[src/rtl/lfsr_stream.sv]
// Word-wide PRBS source: an nbits LFSR (Fibonacci or Galois, chosen at load time)
// advanced obits steps per word, delivered through a one-entry valid/ready buffer.
module lfsr_stream #(
    parameter int nbits = 8,
    parameter int obits = 4,
    parameter int cbits = 16
) (
    input  logic             clk,
    input  logic             reset,
    input  logic             load,
    input  logic [nbits-1:0] seed,
    input  logic [nbits-1:0] tap,
    input  logic             mode,
    input  logic             enable,
    output logic             out_val,
    input  logic             out_rdy,
    output logic [obits-1:0] out_data,
    output logic             stuck,
    output logic [cbits-1:0] count
);

    // Handshake: a word transfers on a rising edge where out_val and out_rdy are both
    // high; out_val and out_data stay put until that transfer, a load or a reset.
    localparam logic [0:0] BUF_EMPTY = 1'b0;
    localparam logic [0:0] BUF_FULL  = 1'b1;

    localparam logic [nbits-1:0] STATE_ONE = {{(nbits-1){1'b0}}, 1'b1};

    logic [0:0]       buf_q, buf_d;
    logic [nbits-1:0] state_q, state_d;
    logic [nbits-1:0] tap_q, tap_d;
    logic             mode_q, mode_d;
    logic [obits-1:0] data_q, data_d;
    logic             stuck_q, stuck_d;
    logic [cbits-1:0] count_q, count_d;

    logic [nbits-1:0] adv_state;
    logic [obits-1:0] word;
    logic             gen;
    logic             fire;

    assign out_val  = (buf_q == BUF_FULL);
    assign out_data = data_q;
    assign stuck    = stuck_q;
    assign count    = count_q;

    assign gen  = enable & ~load & ~stuck_q & (~out_val | out_rdy);
    assign fire = out_val & out_rdy;

    // Unrolled obits single steps; the earliest bit ends up in the word MSB.
    always_comb begin
        logic [nbits-1:0] walk;
        logic             step_bit;
        walk     = state_q;
        word     = '0;
        step_bit = 1'b0;
        for (int k = 0; k < obits; k++) begin
            step_bit = walk[nbits-1];
            word     = (word << 1) | obits'(step_bit);
            if (mode_q) begin
                walk = {walk[nbits-2:0], 1'b0} ^ (step_bit ? tap_q : '0);
            end else begin
                walk = {walk[nbits-2:0], ^(walk & tap_q)};
            end
        end
        adv_state = walk;
    end

    always_comb begin
        buf_d   = buf_q;
        state_d = state_q;
        tap_d   = tap_q;
        mode_d  = mode_q;
        data_d  = data_q;
        stuck_d = stuck_q;
        count_d = count_q;
        if (load) begin
            // An all-zero seed would lock the register; restart from 1 instead.
            state_d = (seed == '0) ? STATE_ONE : seed;
            tap_d   = tap;
            mode_d  = mode;
            buf_d   = BUF_EMPTY;
            data_d  = '0;
            stuck_d = 1'b0;
            count_d = '0;
        end else begin
            if (gen) begin
                state_d = adv_state;
                data_d  = word;
                count_d = count_q + cbits'(1);
                stuck_d = (adv_state == '0);
            end
            case (buf_q)
                BUF_EMPTY: if (gen) buf_d = BUF_FULL;
                BUF_FULL:  if (fire && !gen) buf_d = BUF_EMPTY;
                default:   buf_d = BUF_EMPTY;
            endcase
        end
    end

    always_ff @(posedge clk) begin
        if (reset) begin
            buf_q   <= BUF_EMPTY;
            state_q <= STATE_ONE;
            tap_q   <= '0;
            mode_q  <= 1'b0;
            data_q  <= '0;
            stuck_q <= 1'b0;
            count_q <= '0;
        end else begin
            buf_q   <= buf_d;
            state_q <= state_d;
            tap_q   <= tap_d;
            mode_q  <= mode_d;
            data_q  <= data_d;
            stuck_q <= stuck_d;
            count_q <= count_d;
        end
    end

    // A held word must neither vanish nor change while the consumer stalls.
    a_hold_under_backpressure: assert property (
        @(posedge clk) disable iff (reset)
        (out_val && !out_rdy && !load) |=> (out_val && $stable(out_data))
    );

endmodule

[config.mk]
export PLATFORM = sky130hd
export DESIGN_NAME = lfsr_stream
export DESIGN_NICKNAME = d
export VERILOG_FILES = /design/src/rtl/lfsr_stream.sv
export SDC_FILE = /design/constraint.sdc
export NUM_CORES = 1
export LEC_CHECK = 0
export CAP_MARGIN = 0
export CELL_PAD_IN_SITES_DETAIL_PLACEMENT = 0
export CELL_PAD_IN_SITES_GLOBAL_PLACEMENT = 1
export CORE_MARGIN = 1.5
export CORE_UTILIZATION = 38
export DETAILED_ROUTE_END_ITERATION = 6
export GPL_ROUTABILITY_DRIVEN = 0
export GPL_TIMING_DRIVEN = 1
export PLACE_DENSITY_LB_ADDON = 0.1
export SYNTH_ARGS = -nofsm -noshare
export SYNTH_HDL_FRONTEND = slang
export SYNTH_SLANG_ARGS = --single-unit
[constraint.sdc]
create_clock -name clk -period 2.9 [get_ports clk]
set_input_delay 0.435 -clock clk [delete_from_list [all_inputs] [get_ports clk]]
set_output_delay 0.435 -clock clk [all_outputs]
set_load 0.02 [all_outputs]
==> flow_summary.json, run 1 <==
{
  "cts_buffers": 5,
  "leakagePower_nw": 1.740,
  "gr-total-overflow": 0,
  "netlist_area_um2": 3400,
  "cp.arrival_ns": 3.04,
  "fillers": 853,
  "clock_latency_ns": 0.30,
  "max_stage_delay_ns": 0.46,
  "yosysUniqueCellTypes": 70,
  "die_area_um2": 9523,
  "core-area_um2": 8678,
  "grt_usage": 0.2015,
  "synth.most_common_cell": "nand2_1",
  "synth_area_leader_cell": "dfxtp_1",
  "worstHoldPathType": "reg2reg",
  "area_delta_synth_final_pct": 31.87,
  "switchingPower_mw": 0.5161,
  "power_frac_comb": 0.375,
  "synth_top_flop_cell": "dfxtp_1",
  "nets": 532,
  "cts_sinks": 39,
  "synth-compound-area-share": 0.1384,
  "stdcell_area_um2": 4483,
  "yosysWarnings": 0,
  "ant_nets": 0,
  "cts_tree": "done",
  "cp_max_fo": 5,
  "crit_path_end_kind": "flop",
  "worst_pin_slew_ns": 0.5190,
  "wire_per_inst_um": 15.39,
  "finalHoldViolations": 0,
  "final_max_slew_viol_count": 0,
  "slew_headroom": 0.6540,
  "start_util": 0.3917,
  "drive_above_1_share": 0.2338,
  "timing.fmax_mhz": 349.3,
  "synth_top_family_by_area": "simple AND/OR/NAND/NOR gates",
  "cts_buffer_depth": 2,
  "slowest_stage": "dfxtp_1",
  "antenna_found_initial": 0,
  "hold-worst-slack_ns": 0.4670,
  "num_vias": 3182,
  "die_x_um": 97.59,
  "yosysTopAreaCellShare": 0.2297,
  "swShare": 0.3368,
  "finalCritPeriodShare": 0.9872,
  "postPlaceCellArea_um2": 4189,
  "async_flop_share": 0,
  "die_h_um": 97.59,
  "muxShareOfSynthArea": 0.08392,
  "dp_hpwl_um": 7362,
  "power.density_nw_per_um2": 341.7,
  "synthAdderAreaFrac": 0.003681,
  "synthTopCellsByArea": "dfxtp_1 (23%), xnor2_1 (9.0%), mux2i_1 (7.1%)",
  "ys_seq_area_frac": 0.2297,
  "syn_nets": 453,
  "io_buffer_count": 43,
  "clkTransAtPathRegs_ns": 0.08,
  "critPathLaunchType": "flop",
  "min_period_ns": 2.863,
  "syn_inst": 430,
  "pwr-share-seq": 0.382,
  "cap_violations": 0,
  "intPower_mw": 1.016,
  "finalSetupViolations": 0,
  "routed_wl_um": 9497,
  "regArea_um2": 804.5,
  "htree_levels": 2,
  "avgSynthCellArea_um2": 7.906,
  "io_pins": 44,
  "dr.pass1.iters": 4,
  "vdd_drop_max_v": 0.0001811,
  "grt_setup_unrepaired": "yes",
  "cp_data_required_time_ns": 3.07,
  "synth-seq-cells": 39,
  "rows": 34,
  "crit_type": "reg2reg",
  "synthSimpleGateAreaFrac": 0.2558,
  "synth_edf_count": 0,
  "power_frac_clock": 0.242,
  "cp_cell_sequence": "nand2_1, xnor2_1, xnor2_2, xnor2_2, o211ai_1, xnor3_1, xnor3_1, or3_1, o211a_1, and4_1, o2bb2ai_1",
  "n_antenna_cell": 0,
  "drcViolationCount": 0,
  "first_iter_violations": 148,
  "via_per_inst": 5.157,
  "synth_common_cells": "nand2_1 (63), nor2_1 (46), dfxtp_1 (39)",
  "grt_pass1_vias": 3003,
  "grt_pass1_wl_um": 15300,
  "grt_max_degree": 28,
  "status": "finished clean",
  "synth-xor-area-share": 0.2179,
  "skew_ns": 0.006987,
  "multiInputGateArea_um2": 2486,
  "clockRootBuffer": "clkbuf_8"
}
[power by group through the flow]
stage | combinational [mW] | sequential, mW | clock [mW]
3_5_place_dp | 0.528 | 0.599 | 0
2_1_floorplan | 0.354 | 0.586 | 0
6_report | 0.575 | 0.586 | 0.371
3_3_place_gp | 0.529 | 0.599 | 0
4_1_cts | 0.540 | 0.586 | 0.388
5_1_grt | 0.623 | 0.590 | 0.409
[final cells by class]
cell class / count / area share
sequential: 39 / 0.1795
timing repair buffer: 107 / 0.2099
inverter: 9 / 0.007536
multi-input combinational: 347 / 0.5546
tap: 108 / 0.03014
clock buffer: 5 / 0.01535
clock inverter: 2 / 0.003070
[per-stage QoR]
step           instances  setup slack (ns)    util  power (mW)  TNS (ns)
2_1_floorplan        430            0.1434       -      0.9398         0
3_3_place_gp         600           -0.2072  0.4827       1.127   -0.5481
3_5_place_dp         600           -0.1963  0.4827       1.127   -0.4594
4_1_cts              611          -0.01297  0.4987       1.514  -0.01297
5_1_grt              617           -0.1134  0.5166       1.621   -0.1871
6_report             617           0.03703  0.5166       1.532         0
[cells in the final DEF (no fill, tap or decap), drive strengths merged, types with 2 or more instances in the layout]
| cell | instances |
|---|---|
| or4 | 2 |
| and3 | 7 |
| nand2 | 64 |
| a31oi | 4 |
| clkbuf | 5 |
| nor4 | 2 |
| or3 | 6 |
| xnor2 | 39 |
| o21ai | 18 |
| nor3b | 4 |
| nand3b | 3 |
| a21oi | 21 |
| buf | 64 |
| xor2 | 27 |
| nor2 | 46 |
| nand2b | 4 |
| nor2b | 6 |
| nand4 | 2 |
| a21boi | 4 |
| inv | 8 |
| clkdlybuf4s50 | 43 |
| o31ai | 3 |
| o21a | 2 |
| and2 | 6 |
| mux2 | 4 |
| nor3 | 7 |
| dfxtp | 39 |
| a211oi | 2 |
| clkinv | 3 |
| o211ai | 2 |
| mux2i | 24 |
| o32ai | 2 |
| xnor3 | 4 |
| a21o | 2 |
| nand3 | 14 |
[flip-flops by register name, summed over array words and instances (netlist names)]
register / count
count: 16
stuck: 1
mode_q: 1
state_q: 8
out_data: 4
tap_q: 8
out_val: 1
[final timing paths]
| check | depth (start not counted) | start | slack [ns] | end |
|---|---|---|---|---|
| max | 11 | state_q[2] | 0.04 | stuck |
| min | 2 | out_data[3] | 0.47 | out_data[3] |
| max reg2reg | 11 | state_q[2] | 0.04 | stuck |
| min reg2reg | 2 | out_data[3] | 0.47 | out_data[3] |
[logic make-up (layout without fill, tap and decap cells)]
family                     count (synthesis)  in the layout
xor gates and xnor gates                  71             71
DFF                                       39             39
adders and majority gates                  1              1
buffers and inverters                     44            123
muxes                                     28             28
and+or+nand+nor                          179            179
AOI/OAI and AO/OA                         68             68
[layer usage]
layer  wire length, µm  up-vias  GRT usage
li1                  -     1615          -
met1              4763     1499     0.2837
met2              4285       53     0.3114
met3               235       15    0.03237
met4               213        0    0.07033
met5                 0        -          0
[worst max-delay path: cells and delay by family (launching register included)]
kind / cells / cell delay (ns)
and+or+nand+nor: 3 / 0.64
DFF: 1 / 0.46
xor gates and xnor gates: 5 / 1.20
AOI/OAI and AO/OA: 3 / 0.44
[what timing repair did]
action                                  CTS  global route
cloned                                    0             0
hold buffers                              0             0
pin swaps                                 2            12
endpoints found under the setup margin    5             7
buffers inserted                          4             6
gates resized for setup                  11            26
(Power assumes the default switching activity.)
==> run 2: changes to the inputs <==
CORE_MARGIN = not set   (was 1.5)
HOLD_SLACK_MARGIN = 0.12   (was not set)
==> run 2 against run 1 <==
Compared with the run above:
- largest power group is now combinational cells
- cell area is 2.9% higher
- register-to-register slack lost 0.04 ns
- the run now ends with negative setup slack left
- largest cell class unchanged
- clock power rose by 31%
==> flow_summary.json, run 2 (synthesized netlist as in run 1, its figures left out) <==
{
  "status": "finished with violations",
  "violations": "negative setup slack",
  "worst_pin_slew_ns": 0.4951,
  "die_area_um2": 9329,
  "cts_sinks": 39,
  "largest_register_ffs": 16,
  "cap_violations": 0,
  "start_util": 0.3917,
  "clockRootBuffer": "clkbuf_8",
  "die_x_um": 96.59,
  "finalWorstSetupSlack_ns": -0.004927,
  "routed_wl_um": 9481,
  "clkTransAtPathRegs_ns": 0.08,
  "area_delta_synth_final_pct": 35.74,
  "finalSetupViolations": 2,
  "io_pins": 44,
  "cp_cell_sequence": "buf_2, mux2i_4, nand2b_4, a21oi_4, buf_4, xnor2_4, xnor2_2, nor3_2, nand3b_1, xor3_1, xnor3_1, mux2i_1, a31oi_1",
  "swShare": 0.3114,
  "rows": 34,
  "finalCritPeriodShare": 1.002,
  "grt_pass1_wl_um": 14950,
  "grt_pass1_vias": 2961,
  "drive_above_1_share": 0.2538,
  "io_buffer_count": 43,
  "power.density_nw_per_um2": 361.5,
  "dp_hpwl_um": 7476,
  "post-place-ws_ns": -0.1928,
  "crit_type": "reg2reg",
  "drcViolationCount": 0,
  "grt_max_degree": 25,
  "finalHoldViolations": 0,
  "ff2ff_setup_slack_ns": -0.005,
  "timing.fmax_mhz": 344.2,
  "vdd_drop_max_v": 0.0003034,
  "worstHoldPathType": "reg2reg",
  "critPathLaunchType": "flop",
  "min_period_ns": 2.905,
  "via_per_inst": 5.065,
  "antenna_found_initial": 0,
  "leakagePower_nw": 1.800,
  "cts_buffer_depth": 2,
  "first_iter_violations": 116,
  "clock_latency_ns": 0.29,
  "dr.pass1.iters": 4,
  "power_frac_comb": 0.359,
  "cts_hold_buf": 0,
  "cp.arrival_ns": 3.06,
  "grt_setup_unrepaired": "yes",
  "power_frac_clock": 0.292,
  "final_max_slew_viol_count": 0,
  "multiInputGateArea_um2": 2522,
  "regArea_um2": 802.0,
  "ant_nets": 0,
  "layout_commonest_cell": "buf_4",
  "finalPower_mw": 1.668,
  "wire_per_inst_um": 15.10,
  "skew_ns": 0.008507,
  "grt_usage": 0.2108,
  "n_antenna_cell": 0,
  "crit_path_end_kind": "flop",
  "slowest_stage": "xor3_1",
  "core-area_um2": 8678,
  "pwr-share-seq": 0.350,
  "cp_data_required_time_ns": 3.05,
  "htree_levels": 2,
  "slew_headroom": 0.6699,
  "mostFrequentLayoutCells": "buf_4 (68), nand2_1 (63), nor2_1 (45)",
  "gr-total-overflow": 0,
  "switchingPower_mw": 0.5195,
  "die_h_um": 96.59,
  "cp_max_fo": 6,
  "fillers": 821,
  "nets": 542,
  "cts_tree": "done",
  "intPower_mw": 1.149,
  "num_vias": 3181,
  "cts_buffers": 5,
  "max_stage_delay_ns": 0.44
}
[run 2: cell types whose count changed in the layout (fill, tap and decap cells not counted), sizes merged]
cell,previous run,this run
bufinv,0,1
clkinvlp,0,1
clkinv,3,1
buf,64,74
clkbuf,5,6
[run 2: timing repair]
| action | 4_1_cts | 5_1_grt |
|---|---|---|
| pin swaps | 0 | 15 |
| resized for setup | 9 | 36 |
| setup buffers | 1 | 8 |
| cloned | 0 | 1 |
| endpoints found under the setup margin | 6 | 5 |
[run 2: cell type report]
cell class	instances	area share
clock buffers	6	0.01790
clock inverters	2	0.008406
inverters	9	0.008134
multi-input cells	347	0.5466
flip-flops and latches	39	0.1738
well taps	108	0.02928
repair buffers	117	0.2158
[run 2: metrics by stage]
stage          instances  cell area, µm²  hold slack [ns]  utilization  setup TNS [ns]
2_1_floorplan        430            3400           0.5345            -               0
3_3_place_gp         610            4239           0.4471       0.4885         -0.2392
3_5_place_dp         610            4239           0.4516       0.4885         -0.3544
4_1_cts              619            4397           0.4627       0.5066               0
5_1_grt              628            4614           0.5111       0.5317         -0.3058
6_report             628            4614           0.4637       0.5317       -0.008352
[run 2: layer usage]
metal,up-vias,GRT usage,part of all wire
met5,-,0,0
met4,0,0.04167,0.0084
met3,6,0.02973,0.027
met2,46,0.3457,0.47
met1,1493,0.2938,0.49
li1,1636,-,-
[run 2: power groups by stage]
stage,Clock [mW],Sequential [mW],Combinational (mW)
after floorplan,0,0.586,0.354
after global placement,0,0.595,0.544
after detailed placement,0,0.595,0.547
after CTS,0.501,0.583,0.554
after global routing,0.527,0.586,0.650
final,0.486,0.583,0.599
[run 2: path summary, 6_finish.rpt]
path | cells past startpoint | startpoint | endpoint
worst max-delay path | 13 | state_q[7] | state_q[0]
worst min-delay path | 2 | out_data[3] | out_data[3]
worst max register to register | 13 | state_q[7] | state_q[0]
worst min register to register | 2 | out_data[3] | out_data[3]
[run 2: worst max-delay path, delay by kind of cell (launching register included)]
| family | cells | cell delay, ns |
|---|---|---|
| compound gates | 2 | 0.17 |
| xor+xnor | 4 | 1.11 |
| flops | 1 | 0.37 |
| simple gates | 3 | 0.42 |
| mux | 2 | 0.39 |
| buf+inv | 2 | 0.32 |
==> run 3: changes to the inputs <==
CORE_UTILIZATION = 40   (was 38)
clock period = 3.2 ns   (was 2.9 ns; I/O delays follow)
==> run 3 against run 2 <==
Compared with the run above:
- the run now ends clean
- clock-buffer cell count down 1
- critical path depth down 2
- clock skew about the same
- sequential power down 7.9%
- critical endpoint unchanged
- largest power group is now sequential cells
==> flow_summary.json, run 3 (synthesized netlist as in run 1, its figures left out) <==
{
  "status": "finished clean",
  "clock_latency_ns": 0.30,
  "finalSetupViolations": 0,
  "multiInputGateArea_um2": 2387,
  "worst_pin_slew_ns": 0.5080,
  "worstHoldPathType": "reg2reg",
  "nets": 501,
  "largest_register_ffs": 16,
  "wire_per_inst_um": 15.51,
  "final_core_util": 0.5030,
  "grt_setup_unrepaired": "no",
  "io_pins": 44,
  "fillers": 809,
  "cts_hold_buf": 0,
  "regArea_um2": 787.0,
  "antenna_found_initial": 0,
  "grt_pass1_vias": 2929,
  "layout_commonest_cell": "nand2_1",
  "core-area_um2": 8217,
  "area_delta_synth_final_pct": 21.57,
  "cp_common_cell": "xnor2_1",
  "cts_setup_buffers": 0,
  "fin_setup_tns_ns": 0,
  "cts_tree": "done",
  "die_area_um2": 8872,
  "clkTransAtPathRegs_ns": 0.09,
  "cp_cell_sequence": "nor3b_1, o21ai_2, a21oi_4, xnor2_1, nor3_1, a2111oi_2, xnor2_1, xor3_1, xnor3_1, mux2i_1, a31oi_1",
  "worst-path-buf-inv": 0,
  "cp_data_required_time_ns": 3.35,
  "die_h_um": 94.19,
  "routed_wl_um": 9058,
  "path_delay_family": "compound AO/OA/AOI/OAI gates",
  "rows": 33,
  "dp_hpwl_um": 7123,
  "finalHoldViolations": 0,
  "finalCritPeriodShare": 0.9341,
  "num_vias": 3032,
  "cts_buffers": 5,
  "grt_max_degree": 25,
  "clockRootBuffer": "clkbuf_8",
  "min_period_ns": 2.989,
  "slew_headroom": 0.6613,
  "via_per_inst": 5.192,
  "mostFrequentLayoutCells": "nand2_1 (63), nor2_1 (46), clkdlybuf4s50_1 (43)",
  "critPathLaunchType": "flop",
  "cts_sinks": 39,
  "slowest_stage": "dfxtp_2",
  "ctsResizeCount": 0,
  "grt_usage": 0.2205,
  "gr-total-overflow": 0,
  "cp.arrival_ns": 3.14,
  "final_max_slew_viol_count": 0,
  "dr.pass1.iters": 4,
  "first_iter_violations": 158,
  "cap_violations": 0,
  "n_antenna_cell": 0,
  "crit_type": "reg2reg",
  "leakagePower_nw": 1.565,
  "max_stage_delay_ns": 0.46,
  "htree_levels": 2,
  "hold-worst-slack_ns": 0.4651,
  "die_x_um": 94.19,
  "timing.fmax_mhz": 334.5,
  "cts_buffer_depth": 2,
  "power.density_nw_per_um2": 339.7,
  "skew_ns": 0.008644,
  "crit_path_end_kind": "flop",
  "ant_nets": 0,
  "io_buffer_count": 43,
  "cp_max_fo": 13,
  "grt_pass1_wl_um": 14950,
  "drive_above_1_share": 0.1482,
  "drcViolationCount": 0,
  "start_util": 0.4137,
  "vdd_drop_max_v": 0.0002933
}
run 3: cell count changes in the layout (fill, tap and decap cells not counted), moves of 2 or more:
cell / before / now
buf_2: 2 / 0
a21oi_2: 2 / 0
o21ai_1: 4 / 6
dfxtp_1: 30 / 34
buf_6: 4 / 0
xnor2_2: 6 / 4
xnor2_1: 32 / 34
a21oi_1: 18 / 20
buf_4: 68 / 33
dfxtp_4: 4 / 0
run 3: worst paths after layout:
| kind | startpoint | endpoint | slack, ns | depth (start not counted) |
|---|---|---|---|---|
| setup / recovery | state_q[7] | state_q[0] | 0.21 | 11 |
| hold / removal | out_data[3] | out_data[3] | 0.47 | 2 |
| setup reg to reg | state_q[7] | state_q[0] | 0.21 | 11 |
| hold reg to reg | out_data[3] | out_data[3] | 0.47 | 2 |
run 3: layout make-up:
type / count / area share
clock inverter: 3 / 0.01120
clock buffer: 5 / 0.01665
multi-input combinational: 347 / 0.5777
tap: 105 / 0.03179
sequential: 39 / 0.1904
inverter: 9 / 0.008174
timing repair buffer: 76 / 0.1641
run 3: layer usage:
layer	wire length [µm]	track usage
met5	0	0
met4	113	0.04872
met3	492	0.03317
met2	4042	0.3430
met1	4409	0.3172
run 3: stage by stage:
step	setup WS (ns)	cell area [µm²]	std cells	power [mW]
2_1_floorplan	0.4434	3400	430	0.8517
3_3_place_gp	0.08645	4003	576	0.9818
3_5_place_dp	0.06044	4003	576	0.9831
4_1_cts	0.04939	4118	584	1.415
5_1_grt	0.004024	4133	584	1.487
6_report	0.2108	4133	584	1.404
run 3: worst reg2reg max path, delay by kind of cell, from the launching register on:
family          cells  cell delay, ns
compound gates      4            0.89
xor+xnor            4            0.82
flops               1            0.46
mux                 1            0.26
simple gates        2            0.42
run 3: where the power goes:
group          switching (mW)  leakage, nW  internal [mW]
clock network           0.194       0.0548          0.235
registers              0.0320        0.320          0.505
logic                   0.226         1.19          0.212
total                   0.452         1.57          0.952
